## src/rtl/hack_ctrl.sv

```systemverilog
// Hack CPU controller: three-cycle FETCH/EXEC/COMMIT sequencer owning A, D and pc, with an external ALU.
// Optional retired-instruction counter enabled by defining HACK_CTRL_RETIRE_CNT_EN.
module hack_ctrl (
  input  logic        clk,
  input  logic        rst_n,
  input  logic [0:15] instr,
  input  logic        instr_valid,
  output logic        instr_ready,
  output logic [0:15] pc,
  output logic [0:15] alu_x,
  output logic [0:15] alu_y,
  output logic        alu_zx,
  output logic        alu_nx,
  output logic        alu_zy,
  output logic        alu_ny,
  output logic        alu_f,
  output logic        alu_no,
  input  logic [0:15] alu_out,
  input  logic        alu_zr,
  input  logic        alu_ng,
  input  logic [0:15] mem_in,
  output logic [0:15] mem_addr,
  output logic [0:15] mem_out,
  output logic        mem_we
`ifdef HACK_CTRL_RETIRE_CNT_EN
  ,
  output logic [0:15] retired
`endif
);

  // Hack bit b lives at vector index 15-b.
  localparam int I_CI = 0;   // bit 15: C-instruction
  localparam int I_AM = 3;   // bit 12: operand y from M
  localparam int I_D1 = 10;  // bit 5: dest A
  localparam int I_D2 = 11;  // bit 4: dest D
  localparam int I_D3 = 12;  // bit 3: dest M
  localparam int I_J1 = 13;
  localparam int I_J2 = 14;
  localparam int I_J3 = 15;

  typedef enum logic [1:0] {FETCH, EXEC, COMMIT} state_t;

  state_t      state, state_nxt;
  logic [0:15] ir, a_reg, d_reg, res;
  logic        res_zr, res_ng;
  logic        is_c, jump;
  logic        unused_bits;

  assign is_c        = ir[I_CI];
  assign unused_bits = ^ir[1:2];
  assign alu_x       = d_reg;
  assign alu_y       = ir[I_AM] ? mem_in : a_reg;
  assign mem_addr    = a_reg;
  assign mem_out     = res;
  assign jump        = is_c & ((ir[I_J1] & res_ng) | (ir[I_J2] & res_zr) |
                               (ir[I_J3] & ~res_ng & ~res_zr));

  always_ff @(posedge clk or negedge rst_n) begin
    if (!rst_n) state <= FETCH;
    else        state <= state_nxt;
  end

  always_comb begin
    state_nxt   = state;
    instr_ready = 1'b0;
    mem_we      = 1'b0;
    {alu_zx, alu_nx, alu_zy, alu_ny, alu_f, alu_no} = 6'b0;
    case (state)
      FETCH: begin
        instr_ready = 1'b1;
        if (instr_valid) state_nxt = EXEC;
      end
      EXEC: begin
        // A-instructions leave the ALU idle.
        if (is_c) {alu_zx, alu_nx, alu_zy, alu_ny, alu_f, alu_no} = ir[4:9];
        state_nxt = COMMIT;
      end
      COMMIT: begin
        mem_we    = is_c & ir[I_D3];
        state_nxt = FETCH;
      end
      default: state_nxt = FETCH;
    endcase
  end

  always_ff @(posedge clk or negedge rst_n) begin
    if (!rst_n) begin
      ir     <= '0;
      a_reg  <= '0;
      d_reg  <= '0;
      pc     <= '0;
      res    <= '0;
      res_zr <= 1'b0;
      res_ng <= 1'b0;
    end else begin
      if (state == FETCH && instr_valid) ir <= instr;
      if (state == EXEC) begin
        res    <= alu_out;
        res_zr <= alu_zr;
        res_ng <= alu_ng;
      end
      if (state == COMMIT) begin
        // Jump target reads the pre-update A, so A-writes and jumps in one instruction compose.
        if (is_c) begin
          if (ir[I_D1]) a_reg <= res;
          if (ir[I_D2]) d_reg <= res;
        end else begin
          a_reg <= ir;
        end
        pc <= jump ? a_reg : pc + 16'd1;
      end
    end
  end

`ifdef HACK_CTRL_RETIRE_CNT_EN
  always_ff @(posedge clk or negedge rst_n) begin
    if (!rst_n)                retired <= '0;
    else if (state == COMMIT)  retired <= retired + 16'd1;
  end
`endif

endmodule

```

## config.mk

```make
export PLATFORM = sky130hd
export DESIGN_NAME = hack_ctrl
export DESIGN_NICKNAME = d
export VERILOG_FILES = /design/src/rtl/hack_ctrl.sv
export SDC_FILE = /design/constraint.sdc
export NUM_CORES = 1
export LEC_CHECK = 0
export CORE_ASPECT_RATIO = 2
export CORE_MARGIN = 5
export CORE_UTILIZATION = 49
export CTS_CLUSTER_DIAMETER = 100
export DETAILED_ROUTE_END_ITERATION = 10
export GPL_ROUTABILITY_DRIVEN = 0
export PLACE_DENSITY = 0.86
export REMOVE_ABC_BUFFERS = 1
export SLEW_MARGIN = 15
export SYNTH_ARGS = -nofsm -noshare
export SYNTH_HDL_FRONTEND = slang
export SYNTH_SLANG_ARGS = --single-unit
```

## constraint.sdc

```tcl
create_clock -name clk -period 3.9 [get_ports clk]
set_input_delay 0.39 -clock clk [delete_from_list [all_inputs] [get_ports clk]]
set_output_delay 0.39 -clock clk [all_outputs]
set_load 0.01 [all_outputs]
```

Word level (Yosys, flattened, before mapping)
Index checks and enable logic that the tools add are counted.
{"block": "classes", "addsub": 1, "n_eq_ne": 4, "mux": 20, "bitwise": 10, "n_reduce_logical": 4}
{"operator": "$mux W16", "n": 4}
{"operator": "$add A16 B1 Y16 const B", "n": 1}
{"operator": "$mux W1", "n": 14}
{"operator": "$and A1 B1 Y1", "n": 6}
{"operator": "$ne A2 B2 Y1 const B", "n": 2}
{"operator": "$pmux W2 S2", "n": 1}
{"operator": "$reduce_and A3 Y1", "n": 1}
{"operator": "$eq A2 B1 Y1 const B", "n": 1}
{"operator": "$eq A2 B2 Y1 const B", "n": 1}
{"operator": "$logic_not A2 Y1", "n": 1}
{"operator": "$mux W2", "n": 1}
{"operator": "$not A1 Y1", "n": 2}
{"operator": "$or A1 B1 Y1", "n": 2}
{"operator": "$reduce_and A2 Y1", "n": 1}
{"operator": "$logic_and A1 B1 Y1", "n": 1}
{"block": "totals", "reg_bits": 84, "in_bits": 53, "out_inout_bits": 88, "wordCells": 47}

Logic depth before layout (Yosys ltp)
Gate-level depths: netlist (run 1).
{"block": "logic_depth", "depth_word": 6, "mapped_depth": 7}

Worst setup path before layout (run 1)
OpenSTA, ideal clock, no wires.
{"block": "synth_timing", "path_type": "register -> output", "start": "register ir[3] (netlist name)", "end": "output alu_y[1] (netlist name)", "t_arrival_ns": 1.350, "required_time_ns": 3.510, "setup_slack_ns": 2.160, "stages_incl_launch_ff": 4, "n_path_buf": 2, "cell_sequence": "dfrtp_1 -> clkbuf_1 -> clkbuf_1 -> mux2_2"}
{"block": "synth_via", "elab_chain_len": 1}
{"element": "start, declared", "line_no": "44", "text": "logic [0:15] ir, a_reg, d_reg, res;"}
{"element": "start signal, assigned", "line_no": "96", "text": "if (state == FETCH && instr_valid) ir <= instr;"}
{"element": "$mux W16", "line_no": "52", "text": "assign alu_y = ir[I_AM] ? mem_in : a_reg;"}
{"element": "end, declared", "line_no": "11", "text": "output logic [0:15] alu_y,"}
Every way passes these cells.

Final worst setup path (run 1)
{"block": "layout_timing", "start": "register state[1]", "end": "output alu_nx"}
{"block": "layout_via", "elab_chain_len": 2}
{"element": "start, declared", "line_no": "43", "text": "state_t state, state_nxt;"}
{"element": "start signal, assigned", "line_no": "60", "text": "else state <= state_nxt;"}
{"element": "$eq A2 B1 Y1", "line_no": "68", "text": "case (state)"}
{"element": "$mux W1", "line_no": "68"}
{"element": "end, declared", "line_no": "13", "text": "output logic alu_nx,"}
Every way passes these cells.

==> flow_metrics.tcl, run 1 <==
set metrics [dict create \
    synth_common_cells "84 x dfrtp_1, 63 x mux2_2, 23 x mux2i_1" \
    area_growth_pct 43.2 \
    regArea_um2 2100 \
    cp_cell_sequence "nor2b_2, and3_1, clkdlybuf4s50_1" \
    synthMuxAreaShare 0.235 \
    synth_top_area_frac 0.525 \
    diodes 0 \
    place_inst 553 \
    core_region_area_um2 7940 \
    ys_ff_latch 84 \
    fp.dieArea_um2 10200 \
    drc 0 \
    regToRegSetupSlack_ps 1560 \
    synth_warnings 0 \
    setup_viol_count_final 0 \
    synth.distinct_cells 36 \
    fin_skew_ps 4.82 \
    rsz0062_at_grt "no" \
    p_comb_frac 0.431 \
    critPathMaxFanout 16 \
    die_width_um 73.9 \
    timing.final.crit_share 0.667 \
    max_cap_violations 0 \
    synth_largest_area_cell "dfrtp_1" \
    tns_ps 0 \
    netlist_instances 336 \
    p_int_w 0.00278 \
    detail_route.first_pass.iterations 4 \
    overflow 0 \
    final_hold_viol_count 0 \
    final_util 0.722 \
    clockBufferDepth 2 \
    cts_root_buffer "clkbuf_16" \
    clockPowerShare 0.189 \
    via_per_inst 5.66 \
    required_ps 3510 \
    fmaxAchievable_mhz 385 \
    seq_power_share 0.380 \
    synth_edf_count 0 \
    r2r-end "pc[13]" \
    cts.clk_slew.worst_paths_ps 60 \
    whs_ps 61.9 \
    num_vias 3221 \
    final_cell_count_no_fill 569 \
    p_sw_frac 0.345 \
    synthXorXnorAreaFrac 0 \
    fillers 587 \
    worst_setup_path_start_kind "flop" \
    first_global_vias 3390 \
    grt_usage 0.234 \
    synth_compound_area_frac 0.0993 \
    status "finished clean" \
    htreeDepth 3 \
    fin_crit_ps 2600 \
    post-synth-top-count-cell "dfrtp_1" \
    start_util 0.504 \
    clock_sinks 84 \
    grt_start_max_net_pins 48 \
    worstMarginPinSlew_ps 1160 \
    synth_area_leaders "dfrtp_1 52%, mux2_2 18%, mux2i_1 5.7%" \
    slew_violations 0 \
    cts_setup_buffers 0 \
    syn_area_per_cell_um2 11.9 \
    synthSimpleGateAreaFrac 0.101 \
    drive_above_1_share 0.201 \
    cts-resized-gates 0 \
    route.final.wire_length_mm 11.4 \
    crit_arrival_ps 2210 \
    port_buffers 140 \
    ctsHoldBuffers 0 \
    crit_type "flop to primary output" \
    antenna_found_initial 0 \
    cp_slowest_cell "nor2b_2" \
    ant_nets 0 \
    die_h_um 138 \
    p_total_w 0.00424 \
    clk_latency_ps 330 \
    wl_per_cell_um 20.1 \
    r2r_cells 5 \
    power.leakage_nw 2.39 \
    async_flop_share 1.00 \
    synth-seq-area-share 0.525 \
    num-nets-final 522 \
    cts_tree "done" \
    max_slew_margin 0.229 \
    placementRows 46 \
    drt_iter0_drc 200 \
    synth_fa_ha_area_frac 0.00312 \
    min_path_type "input port to async pin" \
    grt_pass1_wl_mm 17.8 \
    ios 141 \
    synth_top_family_by_area "multiplexers" \
    cp-end-kind "primary output" \
    cp_slowest_stage_delay_ps 630 \
    power_density_nw_per_um2 740 \
    switchingPower_w 0.00146 \
    synth_area_um2 4010 \
    dp_hpwl_mm 8.59 \
    multi_input_area_um2 1770 \
    r2r_start "ir[0]" \
    synth_flop_cell "dfrtp_1" \
    peakVddDrop_mv 0.602 \
    numCtsBuffers 9 \
]
[flip-flops by register name (all words and copies together) (netlist names)]
name	count
res_zr	1
alu_x	16
pc	16
state	2
ir	16
res_ng	1
mem_out	16
mem_addr	16
[per-stage QoR]
stage / setup WS [ps] / area, um2
after detailed placement: 1610 / 5440
final: 1300 / 5730
after CTS: 1280 / 5730
after floorplan: 1520 / 3870
after global routing: 1200 / 5730
after global placement: 1630 / 5440
[per-layer routing]
metal  global-route usage  up-vias  wire, um
met5                    0        -         0
met4                0.105        0       308
met3               0.0472       21       636
met2                0.424      117      6560
met1                0.255     1599      3910
li1                     -     1484         -
[critical path: cells and delay by family (launching register included)]
family	cells	cell delay [ps]
AND/OR/NAND/NOR	2	910
flip-flops	1	420
buffers and inverters	1	550
[layout make-up]
| type | instances | area share |
|---|---|---|
| Tap cell | 96 | 0.0209 |
| Inverter | 5 | 0.00327 |
| Sequential cell | 84 | 0.367 |
| Clock inverter | 1 | 0.000873 |
| Timing Repair Buffer | 146 | 0.252 |
| Multi-Input combinational cell | 222 | 0.308 |
| Clock buffer | 15 | 0.0484 |
[power by group through the flow]
stage	registers [W]	logic, W	clock network [W]
3_5_place_dp	0.00162	0.00184	0
5_1_grt	0.00167	0.00196	0.000854
6_report	0.00161	0.00183	0.000802
4_1_cts	0.00161	0.00185	0.000815
3_3_place_gp	0.00161	0.00179	0
2_1_floorplan	0.00165	0.000704	0
[worst max path at each step]
stage | from | endpoint | slack (ps) | cells past startpoint
finish | state[1] | alu_nx | 1300 | 3
CTS | state[1] | alu_nx | 1280 | 3
floorplan | state[0] | mem_addr[10] | 1520 | 3
detailed placement | state[1] | alu_nx | 1610 | 3
global route | state[0] | alu_nx | 1200 | 3
global placement | state[1] | alu_nx | 1630 | 3
[cells by family after synthesis]
kind of cell / after synthesis
AOI/OAI and AO/OA: 58
adders and majority gates: 1
buffers and inverters: 30
DFF: 84
muxes: 86
and+or+nand+nor: 77
[placed cells by master, fill, tap and decap left out, drive strengths merged]
cell type / n
clkdlybuf4s50: 139
dfrtp: 84
mux2: 63
a21oi: 28
mux2i: 23
nor2: 17
nand3: 16
clkbuf: 15
nand2: 14
and3: 12
a2bb2oi: 10
o21ai: 7
buf: 7
inv: 5
nand4: 5
and4: 4
and2: 2
a22oi: 2
a211oi: 2
o22a: 2
nor2b: 2
nand2b: 1
or3b: 1
a21o: 1
or4: 1
a41oi: 1
nor4: 1
a211o: 1
a31oi: 1
o311ai: 1
o211ai: 1
nand4b: 1
o22ai: 1
ha: 1
clkinv: 1
Note: power is estimated with default switching activity, not from simulation.
==> inputs of run 2 (changes only) <==
--- a/config.mk
+++ b/config.mk
@@ -7,11 +7,11 @@
 export LEC_CHECK = 0
 export CORE_ASPECT_RATIO = 2
 export CORE_MARGIN = 5
-export CORE_UTILIZATION = 49
+export CORE_UTILIZATION = 45
 export CTS_CLUSTER_DIAMETER = 100
 export DETAILED_ROUTE_END_ITERATION = 10
 export GPL_ROUTABILITY_DRIVEN = 0
-export PLACE_DENSITY = 0.86
+export PLACE_DENSITY = 0.8
 export REMOVE_ABC_BUFFERS = 1
 export SLEW_MARGIN = 15
 export SYNTH_ARGS = -nofsm -noshare
==> constraint.sdc (replaced) <==
create_clock -name clk -period 2.4 [get_ports clk]
set_input_delay 0.24 -clock clk [delete_from_list [all_inputs] [get_ports clk]]
set_output_delay 0.24 -clock clk [all_outputs]
set_load 0.01 [all_outputs]
==> run 2 against run 1 <==
  * Setup slack got worse by 1000 ps
  * Routed wire length increased by 1.7%
  * Utilization decreased by 4.4 points
  * Sequential power increased by 61%
  * Global-route usage decreased by 1.9 points
  * Clock skew increased by 2.9 ps
  * Worst hold slack improved by 370 ps
  * Final cell count increased by 2.1%
  * First-iteration DRC count decreased by 13%
  * Sequential share of layout area decreased by 0.79 points
  * Largest cell class unchanged
  * Highest routed layer unchanged
==> flow_metrics.tcl, run 2 (synthesis gave the netlist of run 1 again) <==
set metrics [dict create \
    wl_per_cell_um 20.0 \
    final_hold_viol_count 0 \
    critPathMaxFanout 15 \
    tns_ps 0 \
    grt_start_max_net_pins 44 \
    fin_skew_ps 7.72 \
    fillers 676 \
    clockBufferDepth 2 \
    num-nets-final 530 \
    slew_violations 0 \
    cts.clk_slew.worst_paths_ps 60 \
    final_cell_count_no_fill 581 \
    layout_commonest_cell "clkdlybuf4s50_1" \
    r2r_start "pc[15]" \
    rsz0062_at_grt "no" \
    cp-end-kind "primary output" \
    area_growth_pct 46.3 \
    drive_above_1_share 0.218 \
    required_ps 2160 \
    placementRows 48 \
    worstMarginPinSlew_ps 543 \
    power.leakage_nw 2.45 \
    num_vias 3222 \
    crit_arrival_ps 1860 \
    fin_crit_ps 2100 \
    overflow 0 \
    detail_route.first_pass.iterations 4 \
    clock_sinks 84 \
    port_buffers 140 \
    place_inst 564 \
    ios 141 \
    cts_tree "done" \
    start_util 0.463 \
    ant_nets 0 \
    drc 0 \
    grt_pass1_wl_mm 18.7 \
    final_util 0.678 \
    peakVddDrop_mv 0.799 \
    p_total_w 0.00711 \
    route.final.wire_length_mm 11.6 \
    power_density_nw_per_um2 1210 \
    r2r_cells 5 \
    fp.dieArea_um2 11000 \
    diodes 0 \
    first_global_vias 3436 \
    fmaxAchievable_mhz 476 \
    regToRegSetupSlack_ps 520 \
    clk_latency_ps 340 \
    max_slew_margin 0.638 \
    grt_usage 0.215 \
    dp_hpwl_mm 8.64 \
    core_region_area_um2 8650 \
    timing.final.crit_share 0.876 \
    worst_setup_path_start_kind "flop" \
    max_cap_violations 0 \
    antenna_found_initial 0 \
    htreeDepth 3 \
    setup_viol_count_final 0 \
    via_per_inst 5.55 \
    crit_type "flop to primary output" \
    cts-resized-gates 0 \
    status "finished clean" \
    die_h_um 143 \
    cts_root_buffer "clkbuf_16" \
    drt_iter0_drc 175 \
    min_path_type "input port to async pin" \
    die_width_um 76.7 \
    numCtsBuffers 9 \
    cp-startpoint "ir[3]" \
    final_cell_mix "139 x clkdlybuf4s50_1, 84 x dfrtp_1, 63 x mux2_2" \
]
-- run 2: cell types whose count changed in the layout (fill, tap and decap cells not counted), sizes merged --
cell | before | now
buf | 7 | 14
clkbuf | 15 | 9
inv | 5 | 7
bufinv | 0 | 2
clkinv | 1 | 2
dlygate4sd3 | 0 | 1
clkinvlp | 0 | 1
-- run 2: path summary, 6_finish.rpt --
| path | to |
|---|---|
| min reg2reg | alu_x[15] |
| min in group clk | ir[10] |
| max in group asynchronous | mem_addr[5] |
| min | alu_x[13] |
| max reg2reg | pc[1] |
| max | alu_y[6] |
-- run 2: area by class of cell --
class                   count  area, um2  area share
multi-input cells         222       1760       0.300
inverters                   5       18.8     0.00320
repair buffers            154       1530       0.261
clock inverters             7       98.8      0.0169
flip-flops and latches     84       2100       0.359
well taps                 100        125      0.0213
clock buffers               9        225      0.0384
-- run 2: critical path, stage by stage, from the launching register on --
cell,delay [ps]
dfrtp_1,480
buf_12,200
mux2_2,350
clkdlybuf4s50_1,490
-- run 2: through the flow --
| stage | setup slack, ps | hold WS [ps] | cell area [um2] |
|---|---|---|---|
| 3_3_place_gp | 612 | 255 | 5530 |
| 3_5_place_dp | 556 | 260 | 5530 |
| 6_report | 297 | 433 | 5860 |
| 2_1_floorplan | 22.1 | -55.6 | 3870 |
| 4_1_cts | 276 | 436 | 5860 |
| 5_1_grt | 231 | 504 | 5860 |
-- run 2: routing by layer --
metal  GRT usage  wire (um)
met5           0          0
met2       0.391       6560
met1       0.236       4180
met3      0.0395        508
met4       0.103        363
-- run 2: timing repair --
action                    in CTS  in global routing
hold buffers                   1                  0
hold endpoints to repair      41                  0
buffers inserted               0                  0
-- run 2: where the power goes --
| part | leakage [nW] | switching, W | total (W) | internal, W |
|---|---|---|---|---|
| Clock | 0.156 | 0.000575 | 0.00149 | 0.000918 |
| Sequential | 0.978 | 0.000620 | 0.00260 | 0.00198 |
| Combinational | 1.31 | 0.00123 | 0.00302 | 0.00179 |
| Total | 2.45 | 0.00242 | 0.00711 | 0.00468 |
==> inputs of run 3 (changes only) <==
--- a/config.mk
+++ b/config.mk
@@ -7,11 +7,12 @@
 export LEC_CHECK = 0
 export CORE_ASPECT_RATIO = 2
 export CORE_MARGIN = 5
-export CORE_UTILIZATION = 45
+export CORE_UTILIZATION = 55
 export CTS_CLUSTER_DIAMETER = 100
 export DETAILED_ROUTE_END_ITERATION = 10
+export DONT_BUFFER_PORTS = 1
 export GPL_ROUTABILITY_DRIVEN = 0
-export PLACE_DENSITY = 0.8
+export PLACE_DENSITY = 0.7
 export REMOVE_ABC_BUFFERS = 1
 export SLEW_MARGIN = 15
 export SYNTH_ARGS = -nofsm -noshare
==> run 3 against run 2 <==
  * Global-route usage down 0.30 points
  * Flip-flop and latch count unchanged
  * Clock power is 9% lower
  * Final cell count shrank 26%
  * Maximum frequency up 12%
  * Count of clock-buffer cells in the layout is 2 higher
  * Critical path depth did not move
  * Setup slack gained 230 ps
  * Via count decreased by 17%
  * Register-to-register slack improved by 100 ps
  * Routed wire length shrank 17%
  * Total power shrank 20%
  * Largest power group is now registers
==> flow_metrics.tcl, run 3 (synthesis gave the netlist of run 1 again) <==
set metrics [dict create \
    fp.dieArea_um2 9190 \
    timing.final.crit_share 0.781 \
    via_per_inst 6.24 \
    slew_violations 0 \
    fmaxAchievable_mhz 534 \
    r2r_start "res_ng" \
    p_int_w 0.00355 \
    first_global_vias 2787 \
    start_util 0.555 \
    overflow 0 \
    cts-resized-gates 0 \
    cp-startpoint "state[0]" \
    clk_latency_ps 340 \
    required_ps 2160 \
    crit_arrival_ps 1630 \
    cts_tree "done" \
    detail_route.first_pass.iterations 4 \
    p_comb_frac 0.255 \
    place_inst 413 \
    worst_setup_path_start_kind "flop" \
    port_buffers 0 \
    clockPowerShare 0.238 \
    final_hold_viol_count 0 \
    drc 0 \
    fin_skew_ps 7.57 \
    grt_usage 0.212 \
    r2r-end "pc[7]" \
    antenna_found_initial 0 \
    die_width_um 70.3 \
    numCtsBuffers 9 \
    max_cap_violations 0 \
    area_growth_pct 10.2 \
    num_vias 2684 \
    core_region_area_um2 7210 \
    diodes 0 \
    clock_sinks 84 \
    dp_hpwl_mm 6.86 \
    peakVddDrop_mv 0.704 \
    switchingPower_w 0.00217 \
    power_density_nw_per_um2 1300 \
    route.final.wire_length_mm 9.63 \
    num-nets-final 388 \
    drive_above_1_share 0.296 \
    ios 141 \
    regToRegSetupSlack_ps 620 \
    ant_nets 0 \
    grt_start_max_net_pins 85 \
    fin_crit_ps 1870 \
    p_sw_frac 0.379 \
    seq_power_share 0.506 \
    rsz0062_at_grt "no" \
    htreeDepth 3 \
    cp-end-kind "primary output" \
    die_h_um 131 \
    drt_iter0_drc 206 \
    r2r_cells 5 \
    final_cell_count_no_fill 430 \
    tns_ps 0 \
    cts_root_buffer "clkbuf_16" \
    min_path_type "input port to flop" \
    wl_per_cell_um 22.4 \
    cp-endpoint "alu_f" \
    clockBufferDepth 2 \
    setup_viol_count_final 0 \
    layout_commonest_cell "dfrtp_1" \
    crit_type "flop to primary output" \
    cts.clk_slew.worst_paths_ps 60 \
    power.leakage_nw 1.88 \
    grt_pass1_wl_mm 14.8 \
    ctsHoldBuffers 2 \
    placementRows 44 \
    final_cell_mix "84 x dfrtp_1, 63 x mux2_2, 23 x mux2i_1" \
    status "finished clean" \
    max_slew_margin 0.506 \
    cts_setup_buffers 0 \
    critPathMaxFanout 19 \
    worstMarginPinSlew_ps 741 \
]
## run 3: cell count changes in the layout (fill, tap and decap cells not counted), sizes merged
cell and delta:
inv -2, clkbuf +2, buf -3, clkinvlp +1, clkinv -1, clkdlybuf4s50 -139
bufinv -1
## run 3: how the worst min path moves through the flow
stage	start	to	slack, ps	cells after the start
3_5_place_dp	rst_n	pc[14]	-50	0
4_1_cts	instr[0]	ir[0]	20	2
3_3_place_gp	rst_n	pc[14]	-50	0
6_report	instr[0]	ir[0]	30	2
5_1_grt	instr[0]	ir[0]	30	2
2_1_floorplan	rst_n	alu_x[0]	-60	0
## run 3: metal layers
layer,up-vias,global-route usage,part of all wire
li1,1222,-,-
met1,1339,0.230,0.36
met2,110,0.369,0.55
met3,13,0.0781,0.074
met4,0,0.0914,0.017
met5,-,0,0
## run 3: critical path, stage by stage, from the launching register on
cell,delay [ps]
dfrtp_1,370
nor2b_2,440
buf_12,220
and3_1,260
## run 3: power by group through the flow
stage | logic [W] | clock network [W] | registers, W
6_report | 0.00146 | 0.00136 | 0.00289
5_1_grt | 0.00162 | 0.00145 | 0.00299
4_1_cts | 0.00147 | 0.00139 | 0.00291
3_5_place_dp | 0.00142 | 0 | 0.00293
3_3_place_gp | 0.00138 | 0 | 0.00290
2_1_floorplan | 0.00114 | 0 | 0.00268
## run 3: final cells by class
type | instances | area, um2
tap | 92 | 115
clock inverter | 4 | 50.0
multi-input combinational | 222 | 1760
timing repair buffer | 12 | 125
inverter | 5 | 18.8
sequential | 84 | 2100
fill | 589 | 2800
clock buffer | 11 | 243
## run 3: stage by stage
stage | util | instance area [um2] | worst slack [ps] | hold WS (ps) | total power [W]
after floorplan | - | 3870 | 22.1 | -55.6 | 0.00383
after global placement | 0.566 | 4080 | 710 | -53.3 | 0.00428
after detailed placement | 0.566 | 4080 | 643 | -53.3 | 0.00435
after CTS | 0.612 | 4410 | 504 | 18.3 | 0.00577
after global routing | 0.612 | 4410 | 404 | 31.5 | 0.00605
final | 0.612 | 4410 | 527 | 32.3 | 0.00572
